File: src/rtl/dmem_handshake_ctrl.sv
// dmem_handshake_ctrl: bridges the memory stage's single-cycle load/store
// request onto a variable-latency req/ack data memory, stalling the pipeline
// until the access completes or is aborted.
// Optional feature macro: DMEM_ALIGN_CHECK_EN rejects odd byte addresses.
module dmem_handshake_ctrl #(
  parameter int unsigned TIMEOUT = 64
) (
  input  logic        clk,
  input  logic        rst,
  input  logic        MemRead,
  input  logic        MemWrite,
  input  logic [15:0] addr,
  input  logic [15:0] wdata,
  output logic        stall,
  output logic [15:0] rdata,
  output logic        done,
  output logic        err,
  output logic        mem_req,
  output logic        mem_wr,
  output logic [15:0] mem_addr,
  output logic [15:0] mem_wdata,
  input  logic        mem_ack,
  input  logic [15:0] mem_rdata
);

  localparam int unsigned CW = (TIMEOUT > 1) ? $clog2(TIMEOUT) : 1;
  localparam logic [CW-1:0] CNT_LAST = CW'(TIMEOUT - 1);

  typedef enum logic [1:0] {IDLE, WAIT, DONE} state_t;

  state_t        state;
  logic [CW-1:0] cnt;
  logic          req;
  logic          bad_req;

  assign req = MemRead | MemWrite;

  // Requests rejected without touching memory.
  always_comb begin
    bad_req = MemRead & MemWrite;
`ifdef DMEM_ALIGN_CHECK_EN
    bad_req = bad_req | addr[0];
`endif
  end

  // Hold the pipeline while a request is being accepted or is in flight.
  assign stall = ((state == IDLE) && req) || (state == WAIT);

  // Access sequencer with registered memory-side and completion outputs.
  always_ff @(posedge clk or negedge rst) begin
    if (!rst) begin
      state     <= IDLE;
      cnt       <= '0;
      rdata     <= '0;
      done      <= 1'b0;
      err       <= 1'b0;
      mem_req   <= 1'b0;
      mem_wr    <= 1'b0;
      mem_addr  <= '0;
      mem_wdata <= '0;
    end else begin
      case (state)
        IDLE: begin
          done <= 1'b0;
          err  <= 1'b0;
          cnt  <= '0;
          if (req) begin
            if (bad_req) begin
              done  <= 1'b1;
              err   <= 1'b1;
              state <= DONE;
            end else begin
              mem_req   <= 1'b1;
              mem_wr    <= MemWrite;
              mem_addr  <= addr;
              mem_wdata <= wdata;
              state     <= WAIT;
            end
          end
        end
        WAIT: begin
          if (mem_ack) begin
            // Ack wins over a coincident timeout.
            mem_req <= 1'b0;
            if (!mem_wr) rdata <= mem_rdata;
            done  <= 1'b1;
            err   <= 1'b0;
            state <= DONE;
          end else if (cnt == CNT_LAST) begin
            mem_req <= 1'b0;
            done    <= 1'b1;
            err     <= 1'b1;
            state   <= DONE;
          end else begin
            cnt <= cnt + CW'(1);
          end
        end
        DONE: begin
          done  <= 1'b0;
          err   <= 1'b0;
          cnt   <= '0;
          state <= IDLE;
        end
        default: begin
          state <= IDLE;
        end
      endcase
    end
  end

endmodule

File: config.mk
export PLATFORM = sky130hd
export DESIGN_NAME = dmem_handshake_ctrl
export DESIGN_NICKNAME = d
export VERILOG_FILES = /design/src/rtl/dmem_handshake_ctrl.sv
export SDC_FILE = /design/constraint.sdc
export NUM_CORES = 1
export LEC_CHECK = 0
export CORE_ASPECT_RATIO = 0.5
export CORE_UTILIZATION = 46
export CTS_CLUSTER_SIZE = 12
export DETAILED_ROUTE_END_ITERATION = 7
export PLACE_DENSITY_LB_ADDON = 0.15
export SLEW_MARGIN = 20
export SYNTH_ARGS = -nofsm -noshare
export SYNTH_HDL_FRONTEND = slang
export SYNTH_SLANG_ARGS = --single-unit
File: constraint.sdc
create_clock -name clk -period 2.94 [get_ports clk]
set_clock_uncertainty 0.2 [all_clocks]
set_input_delay 0.588 -clock clk [delete_from_list [all_inputs] [get_ports clk]]
set_output_delay 0.588 -clock clk [all_outputs]
set_load 0.005 [all_outputs]
### Word level (Yosys, flattened, before mapping)

Index checks and enable logic that the tools add are counted.
W data, S select, Z words.

| operators by class | value |
|---|---|
| add/subtract/negate cells | 1 |
| eq/ne operators | 8 |
| mux-type cells | 20 |
| bitwise logic cells | 4 |
| reductions and logical operators | 13 |

Operators with widths:

| kind | count |
|---|---|
| $mux W6 | 2 |
| $pmux W6 S2 | 1 |
| $mux W1 | 9 |
| $reduce_and A3 Y1 | 3 |
| $mux W2 | 4 |
| $ne A2 B2 Y1 const B | 4 |
| $add A6 B1 Y6 const B | 1 |
| $eq A6 B6 Y1 const B | 1 |
| $pmux W1 S3 | 2 |
| $pmux W2 S2 | 1 |
| $reduce_and A2 Y1 | 2 |
| $reduce_and A4 Y1 | 1 |
| $reduce_bool A2 Y1 | 2 |
| $ne A3 B2 Y1 const B | 1 |
| $reduce_bool A3 Y1 | 1 |
| $eq A2 B1 Y1 const B | 1 |
| $eq A2 B2 Y1 const B | 1 |
| $logic_not A2 Y1 | 1 |
| $not A1 Y1 | 2 |
| $pmux W1 S2 | 1 |
| $reduce_or A2 Y1 | 1 |
| $and A1 B1 Y1 | 1 |
| $logic_and A1 B1 Y1 | 1 |
| $logic_or A1 B1 Y1 | 1 |
| $or A1 B1 Y1 | 1 |

| storage, ports and cells | value |
|---|---|
| flip-flop bits (word level) | 60 |
| input bits | 53 |

### Depth between registers and ports, before layout

Gate-level depths: netlist of the first run.

| logic depth | value |
|---|---|
| word-level depth | 4 |
| mapped depth | 7 |
| mapped depth without buffers | 6 |

### Least setup slack after synthesis of the first run

No wires, ideal clock.

| timing | value |
|---|---|
| path kind | in2reg |
| start | input port MemRead |
| end | register mem_addr[0] |
| library setup time | 0.125 ns |
| data arrival time | 1.623 ns |
| data required time | 2.615 ns |
| path slack | 0.992 ns |
| stages | 5 |
| buffers on the path | 1 |
| path through | inv_1 ha_1 nand2_1 buf_2 mux2_2 |

| between the ends | value |
|---|---|
| longest elaborated chain between the ends | 3 |
| elaborated cells between the ends (all ways) | 4 |
| those cells by class | 3 x bitwise; 1 x reduce/logical |

RTL lines:

| element | line | source |
|---|---|---|
| from (decl) | 10 | `input logic MemRead,` |
| $and A1 B1 Y1 | 40 | `bad_req = MemRead & MemWrite;` |
| $not A1 Y1 (no line) | -- |  |
| $reduce_and A3 Y1 (no line) * | -- |  |
| to (signal assigned) | 75 | `mem_addr <= addr;` |
| to (decl) | 20 | `output logic [15:0] mem_addr,` |

Mark *: on every way between the ends. The rest lies on a longest branch, timed or not.
A chain may end at the register's enable or synchronous reset.

### Worst setup path after layout of the first run

| timing | value |
|---|---|
| start | input port MemRead |
| end | output port stall |

| between the ends | value |
|---|---|
| longest elaborated chain between the ends | 3 |

RTL lines:

| element | line | source |
|---|---|---|
| $or A1 B1 Y1 | 36 | `assign req = MemRead \| MemWrite;` |
| $logic_and A1 B1 Y1 | 47 | `assign stall = ((state == IDLE) && req) \|\| (state == WAIT);` |
| $logic_or A1 B1 Y1 | 47 |  |
| to (decl) | 14 | `output logic stall,` |

No other way between the ends.

==> results of run 1 <==
[sequential cells by signal (all words and copies together) (netlist names)]
signal and count:
mem_req 1, mem_wr 1, mem_wdata 16, mem_addr 16, state 2, cnt 6, rdata 16, err 1
done 1
[cell type report]
cell class / instances / area share
well taps: 70 / 0.02231
flip-flops and latches: 60 / 0.3824
clock buffers: 9 / 0.03155
repair buffers: 110 / 0.2792
clock inverters: 7 / 0.01912
multi-input cells: 113 / 0.2588
inverters: 7 / 0.006692
[layer usage]
| layer | global-route usage | vias to the layer above | wire length, um |
|---|---|---|---|
| met5 | 0 | - | 0 |
| met3 | 0.09251 | 12 | 386 |
| li1 | - | 892 | - |
| met1 | 0.2382 | 910 | 2345 |
| met2 | 0.3960 | 59 | 3042 |
| met4 | 0.1027 | 0 | 106 |
[power groups by stage]
stage          combinational (mW)  clock, mW  sequential, mW
2_1_floorplan               0.715          0            1.45
3_3_place_gp                 1.69          0            1.42
3_5_place_dp                 1.74          0            1.45
4_1_cts                      1.76      0.753            1.45
5_1_grt                      1.88      0.798            1.49
6_report                     1.73      0.741            1.44
[worst min-delay path by stage]
stage / start / endpoint / slack [ns] / cells after the start
2_1_floorplan: rst / cnt[0] / 0.09 / 0
3_3_place_gp: rdata[12] / rdata[12] / 0.27 / 1
3_5_place_dp: rdata[11] / rdata[11] / 0.28 / 1
4_1_cts: rst / rdata[2] / 0.1 / 1
5_1_grt: rst / rdata[2] / 0.13 / 1
6_report: rst / rdata[2] / 0.09 / 1
[synth_stat cells, types with 2 or more instances]
| cell | count | area share |
|---|---|---|
| sky130_fd_sc_hd__inv_1 | 7 | 0.010 |
| sky130_fd_sc_hd__a21oi_1 | 4 | 0.0078 |
| sky130_fd_sc_hd__ha_1 | 7 | 0.034 |
| sky130_fd_sc_hd__nand3_1 | 4 | 0.0078 |
| sky130_fd_sc_hd__mux2_1 | 8 | 0.035 |
| sky130_fd_sc_hd__mux2_2 | 40 | 0.17 |
| sky130_fd_sc_hd__dfrtp_1 | 60 | 0.58 |
| sky130_fd_sc_hd__nor2_1 | 4 | 0.0058 |
| sky130_fd_sc_hd__nand2_1 | 11 | 0.016 |
| sky130_fd_sc_hd__nor3_1 | 2 | 0.0039 |
| sky130_fd_sc_hd__o21ai_0 | 8 | 0.016 |
| sky130_fd_sc_hd__o21ai_1 | 3 | 0.0058 |
| sky130_fd_sc_hd__buf_2 | 4 | 0.0078 |
[logic make-up (layout without fill, tap and decap cells)]
| logic type | count (synthesis) | after routing | synth area share |
|---|---|---|---|
| multiplexers | 49 | 49 | 0.2151 |
| flip-flops | 60 | 60 | 0.5814 |
| adder cells (fa/ha/maj) | 7 | 7 | 0.03391 |
| AND/OR/NAND/NOR | 29 | 29 | 0.06251 |
| buffers and inverters | 13 | 133 | 0.02520 |
| AO/OA/AOI/OAI | 28 | 28 | 0.08189 |
[cells in the final DEF (no fill, tap or decap), types with 2 or more instances in the layout]
cell type / count
sky130_fd_sc_hd__a21oi_1: 4
sky130_fd_sc_hd__buf_4: 4
sky130_fd_sc_hd__clkbuf_8: 9
sky130_fd_sc_hd__clkdlybuf4s50_1: 104
sky130_fd_sc_hd__clkinv_2: 2
sky130_fd_sc_hd__clkinv_4: 3
sky130_fd_sc_hd__dfrtp_1: 60
sky130_fd_sc_hd__ha_1: 7
sky130_fd_sc_hd__inv_1: 7
sky130_fd_sc_hd__mux2_1: 8
sky130_fd_sc_hd__mux2_2: 40
sky130_fd_sc_hd__nand2_1: 11
sky130_fd_sc_hd__nand3_1: 4
sky130_fd_sc_hd__nor2_1: 4
sky130_fd_sc_hd__nor3_1: 2
sky130_fd_sc_hd__o21ai_0: 8
sky130_fd_sc_hd__o21ai_1: 3
[stage by stage]
step                power [mW]  hold slack, ns  instance area (um^2)  cells  utilization
finish                   3.913         0.08713                  3926    376       0.7613
global route             4.164          0.1320                  3926    376       0.7613
CTS                      3.954         0.09873                  3926    376       0.7613
detailed placement       3.195          0.2850                  3727    360       0.7227
global placement         3.113          0.2735                  3727    360       0.7227
floorplan                2.169         0.09241                  2582    186            -
==> load_flow_metrics.sql, run 1 <==
INSERT INTO impl_metrics (metric_group, metric, value, unit) VALUES
('run_status', 'status', 'completed', ''),
('floorplan', 'die-height', '54.98', 'um'),
('cts', 'postCtsSetupBuffers', '0', ''),
('worst_setup_path', 'cell_breakdown_of_the_critical_path', 'clkdlybuf4s50_1, inv_1, ha_1, o21ai_0, clkdlybuf4s50_1', ''),
('sta', 'min_period_over_period', '0.9500', ''),
('finish', 'flow.area_growth_from_synthesis', '52.04', '%'),
('grt', 'grt_start_max_net_pins', '32', ''),
('worst_setup_path', 'setup.worst_path.end_class', 'primary output', ''),
('cts', 'cts_made_buffers', '9', ''),
('grt', 'grt_antenna_before_repair', '0', ''),
('pwr', 'vdd_drop_max', '583.2', 'uV'),
('worst_setup_path', 'critical_path.reg2reg.startpoint', 'state[0]', ''),
('cts', 'cts_tree', 'done', ''),
('cts', 'htree_num_levels', '3', ''),
('floorplan', 'fp.dieArea', '5936', 'um^2'),
('worst_setup_path', 'timing_worst_setup_path_type', 'in -> out', ''),
('worst_setup_path', 'worst_path_max_delay_cell', 'sky130_fd_sc_hd__clkdlybuf4s50_1', ''),
('logic_synthesis', 'synth_area', '2582', 'um^2'),
('cts', 'clock_edge_transition_at_the_registers_on_the_reported_setup_and_hold_paths', '0.07', 'ns'),
('sta', 'maxClockFrequency', '358.0', 'MHz'),
('pwr', 'netSwitchingFraction', '0.2972', ''),
('logic_synthesis', 'synth-edff-count', '0', ''),
('pwr', 'seq_power_share', '0.369', ''),
('pwr', 'internal_power', '2.750', 'mW'),
('pwr', 'pwr-share-comb', '0.442', ''),
('logic_synthesis', 'synth.net_count', '246', ''),
('sta', 'finalWorstPathRequiredPeriod', '2.793', 'ns'),
('cts', 'cts-resized-gates', '0', ''),
('route', 'avgRoutedWirePerCell', '15.64', 'um'),
('worst_setup_path', 'critPathRequiredTime', '2.15', 'ns'),
('finish', 'multi_input_area', '1016', 'um^2'),
('grt', 'total_grt_usage', '0.2214', ''),
('sta', 'final_max_slew_viol_count', '0', ''),
('logic_synthesis', 'ys_types', '37', ''),
('logic_synthesis', 'synth.yosys.seq_area_share', '0.5814', ''),
('floorplan', 'io_pins', '106', ''),
('logic_synthesis', 'syn-mean-instance-area', '13.88', 'um^2'),
('floorplan', 'floorplan.initialDensity', '0.5007', ''),
('route', 'route.vias.total', '1873', ''),
('logic_synthesis', 'ys.flop_type', 'sky130_fd_sc_hd__dfrtp_1', ''),
('finish', 'nFillCells', '345', ''),
('pwr', 'p_sw', '1.163', 'mW'),
('worst_setup_path', 'worstReg2RegEnd', 'mem_addr[13]', ''),
('pwr', 'clkPwrFrac', '0.189', ''),
('floorplan', 'num_rows', '18', ''),
('cts', 'clock-sinks', '60', ''),
('grt', 'first_global_vias', '1967', ''),
('floorplan', 'die_width', '108.0', 'um'),
('worst_setup_path', 'type_of_element_launching_the_critical_path', 'input pin', ''),
('finish', 'fin_nets', '361', ''),
('logic_synthesis', 'syn-instance-count', '186', ''),
('worst_setup_path', 'worstPathMaxFanout', '5', ''),
('cts', 'cts_root_buffer', 'sky130_fd_sc_hd__clkbuf_8', ''),
('worst_setup_path', 'critical_path_cell_count', '5', ''),
('cts', 'hold_bufs_at_cts', '0', ''),
('cts', 'clockBufferDepth', '2', ''),
('floorplan', 'fp.coreArea', '5157', 'um^2'),
('cts', 'clk_latency', '0.34', 'ns'),
('route', 'drt-initial-drc-count', '30', ''),
('place', 'pre_cts_worst_setup_slack', '0.1392', 'ns'),
('place', 'place_congestion', '0.8308', ''),
('grt', 'overflow', '0', ''),
('sta', 'worst_pin_slew', '0.7034', 'ns'),
('worst_setup_path', 'crit_path_end', 'stall', ''),
('worst_setup_path', 'critPathArrivalTime', '2.01', 'ns'),
('sta', 'finalSetupTns', '0', 'ns'),
('place', 'detailedPlacementHpwl', '4405', 'um'),
('worst_setup_path', 'critical_path.top_delay_family', 'buffers and inverters', ''),
('worst_setup_path', 'worst_r2r_path_depth', '6', ''),
('worst_setup_path', 'ff2ff_setup_slack', '0.91', 'ns'),
('sta', 'timing.slew.headroom', '0.5310', '');
(Power assumes the default switching activity.)
==> inputs of run 2 (changes only) <==
- CORE_UTILIZATION: 46 -> 35
==> run 2 against run 1 <==
Via count is 0.69% lower. Highest routed layer unchanged. Flip-flop and latch count did not move. Cell count increased by 5.3%. Largest power group unchanged.
==> load_flow_metrics.sql, run 2 (synthesis gave the netlist of run 1 again) <==
INSERT INTO impl_metrics (metric_group, metric, value, unit) VALUES
('run_status', 'status', 'completed', ''),
('worst_setup_path', 'worst_path_max_delay_cell', 'sky130_fd_sc_hd__clkdlybuf4s50_1', ''),
('floorplan', 'fp.coreArea', '6910', 'um^2'),
('sta', 'setup_viol', '0', ''),
('pwr', 'internal_power', '2.966', 'mW'),
('floorplan', 'floorplan.initialDensity', '0.3737', ''),
('finish', 'largestRegisters', 'mem_addr x16, mem_wdata x16, rdata x16', ''),
('finish', 'final_core_utilization', '0.5832', ''),
('cts', 'cts_tree', 'done', ''),
('finish', 'insertedDiodeCount', '0', ''),
('route', 'drc', '0', ''),
('grt', 'grt_util_met1', '0.1845', ''),
('cts', 'cts_made_buffers', '9', ''),
('sta', 'fin_worst_hold_slack', '0.1196', 'ns'),
('cts', 'cts_root_buffer', 'sky130_fd_sc_hd__clkbuf_16', ''),
('finish', 'leading_cell_type_in_the_layout_fill_and_taps_excluded', 'sky130_fd_sc_hd__clkdlybuf4s50_1', ''),
('pwr', 'vdd_drop_max', '454.0', 'uV'),
('pwr', 'power-per-cell-area', '1018', 'nW/um^2'),
('pwr', 'clkPwrFrac', '0.231', ''),
('route', 'first_pass_iters', '4', ''),
('grt', 'total_grt_usage', '0.1678', ''),
('place', 'dp.cells', '381', ''),
('worst_setup_path', 'critical-path-top-cell-by-count', 'sky130_fd_sc_hd__clkdlybuf4s50_1', ''),
('place', 'detailedPlacementHpwl', '4324', 'um'),
('grt', 'global_route.usage.met3', '0.06478', ''),
('route', 'vias_per_cell', '4.697', ''),
('worst_setup_path', 'timing_worst_setup_path_type', 'in -> out', ''),
('worst_setup_path', 'worst_r2r_path_depth', '6', ''),
('grt', 'first_global_vias', '1890', ''),
('grt', 'grt_busiest_layer', 'met2', ''),
('finish', 'flow.area_growth_from_synthesis', '56.06', '%'),
('finish', 'drive_above_1_share', '0.2270', ''),
('finish', 'fin_nets', '360', ''),
('place', 'pre_cts_worst_setup_slack', '0.1541', 'ns'),
('worst_setup_path', 'critical_path.max_stage_delay', '0.52', 'ns'),
('sta', 'final_max_slew_viol_count', '0', ''),
('place', 'place_congestion', '0.7559', ''),
('grt', 'grt_start_max_net_pins', '32', ''),
('grt', 'grt_antenna_before_repair', '0', ''),
('cts', 'clock_edge_transition_at_the_registers_on_the_reported_setup_and_hold_paths', '0.05', 'ns'),
('worst_setup_path', 'type_of_element_launching_the_critical_path', 'input pin', ''),
('worst_setup_path', 'worstPathMaxFanout', '2', ''),
('place', 'dpl-instance-area', '3760', 'um^2'),
('pwr', 'p_total', '4.102', 'mW'),
('floorplan', 'io_pins', '106', ''),
('pwr', 'p_leak', '1.720', 'nW'),
('pwr', 'seq_power_share', '0.349', ''),
('sta', 'min_period_over_period', '0.9414', ''),
('sta', 'maxClockFrequency', '361.3', 'MHz'),
('finish', 'final_design_area_no_fill', '4030', 'um^2'),
('cts', 'cts-resized-gates', '0', ''),
('sta', 'finalSetupTns', '0', 'ns'),
('cts', 'hold_bufs_at_cts', '0', ''),
('floorplan', 'num_rows', '21', ''),
('sta', 'finalWorstPathRequiredPeriod', '2.768', 'ns'),
('route', 'drt_wl_total', '5937', 'um'),
('floorplan', 'fp.dieArea', '7747', 'um^2'),
('route', 'drt-initial-drc-count', '47', ''),
('cts', 'clk_latency', '0.33', 'ns'),
('worst_setup_path', 'crit_buf_inv', '3', ''),
('route', 'route.antenna.remaining_nets', '0', ''),
('route', 'route.vias.total', '1860', ''),
('finish', 'nFillCells', '569', ''),
('cts', 'postCtsSetupBuffers', '0', ''),
('cts', 'clockBufferDepth', '2', ''),
('finish', 'finalNonFillerCells', '396', ''),
('pwr', 'pwr-share-comb', '0.420', ''),
('floorplan', 'die_width', '123.5', 'um'),
('worst_hold_path', 'min_path_type', 'in -> async', ''),
('pwr', 'netSwitchingFraction', '0.2768', ''),
('worst_setup_path', 'cell_breakdown_of_the_critical_path', 'clkdlybuf4s50_1, inv_1, ha_1, o21ai_0, clkdlybuf4s50_1', ''),
('worst_setup_path', 'critical_path.top_delay_family', 'buffers and inverters', ''),
('worst_setup_path', 'setup.worst_path.end_class', 'primary output', ''),
('grt', 'global_route.usage.met2', '0.2856', ''),
('cts', 'clock-sinks', '60', ''),
('grt', 'overflow', '0', ''),
('sta', 'worst_pin_slew', '0.7356', 'ns'),
('floorplan', 'die-height', '62.74', 'um'),
('sta', 'setup_repair_after_global_routing_missed_its_margin', 'false', ''),
('route', 'avgRoutedWirePerCell', '14.99', 'um'),
('sta', 'final_setup_margin', '0.1723', 'ns'),
('finish', 'mostFrequentLayoutCells', 'sky130_fd_sc_hd__clkdlybuf4s50_1, sky130_fd_sc_hd__dfrtp_1, sky130_fd_sc_hd__mux2_2', ''),
('worst_setup_path', 'critical_path_cell_count', '5', ''),
('worst_setup_path', 'critPathArrivalTime', '1.98', 'ns'),
('run', 'max-cap-violations', '0', ''),
('sta', 'number_of_hold_slack_violations_in_the_final_timing_report', '0', ''),
('cts', 'htree_num_levels', '3', ''),
('worst_setup_path', 'critPathRequiredTime', '2.15', 'ns'),
('place', 'port-buffer-count', '105', ''),
('sta', 'timing.slew.headroom', '0.5096', ''),
('grt', 'grt_pass1_wl', '9404', 'um'),
('pwr', 'p_sw', '1.136', 'mW');
-- run 2: changes by cell type in the layout (fill, tap and decap cells not counted), moves of 2 or more --
cell / before / now
sky130_fd_sc_hd__clkbuf_8: 9 / 2
sky130_fd_sc_hd__clkbuf_1: 0 / 2
sky130_fd_sc_hd__clkinv_4: 3 / 0
sky130_fd_sc_hd__buf_4: 4 / 2
sky130_fd_sc_hd__clkbuf_16: 0 / 9
-- run 2: layer usage --
metal  up-vias  share of wire
li1        885              -
met1       931           0.42
met2        37           0.52
met3         7          0.043
met4         0          0.012
met5         -              0
-- run 2: final cells by class --
type,count,area [um^2],share of cell area
flip-flops and latches,60,1501,0.3726
clock inverters,2,10.01,0.002484
inverters,7,26.28,0.006520
well taps,92,115.1,0.02856
multi-input cells,113,1016,0.2521
repair buffers,109,1101,0.2732
clock buffers,13,260.3,0.06458
-- run 2: power by group through the flow --
stage	Clock, mW	Sequential (mW)	Combinational [mW]
2_1_floorplan	0	1.45	0.715
3_3_place_gp	0	1.42	1.71
3_5_place_dp	0	1.44	1.75
4_1_cts	0.979	1.44	1.75
5_1_grt	1.02	1.49	1.87
6_report	0.947	1.43	1.72
-- run 2: worst register-to-register path: stages (launching register included) --
cell                      delay, ns
sky130_fd_sc_hd__dfrtp_1       0.44
sky130_fd_sc_hd__inv_1         0.10
sky130_fd_sc_hd__ha_1          0.22
sky130_fd_sc_hd__buf_4         0.18
sky130_fd_sc_hd__nand2_1       0.20
sky130_fd_sc_hd__buf_12        0.24
sky130_fd_sc_hd__mux2_2        0.37
-- run 2: path summary, 6_finish.rpt --
kind / startpoint / endpoint / slack, ns
min: rst / cnt[4] / 0.12
max reg2reg: state[0] / mem_addr[15] / 0.88
min reg2reg: rdata[14] / rdata[14] / 0.29
max in group asynchronous: rst / mem_addr[15] / 1.81
min in group clk: rdata[14] / rdata[14] / 0.29
max: MemRead / stall / 0.17
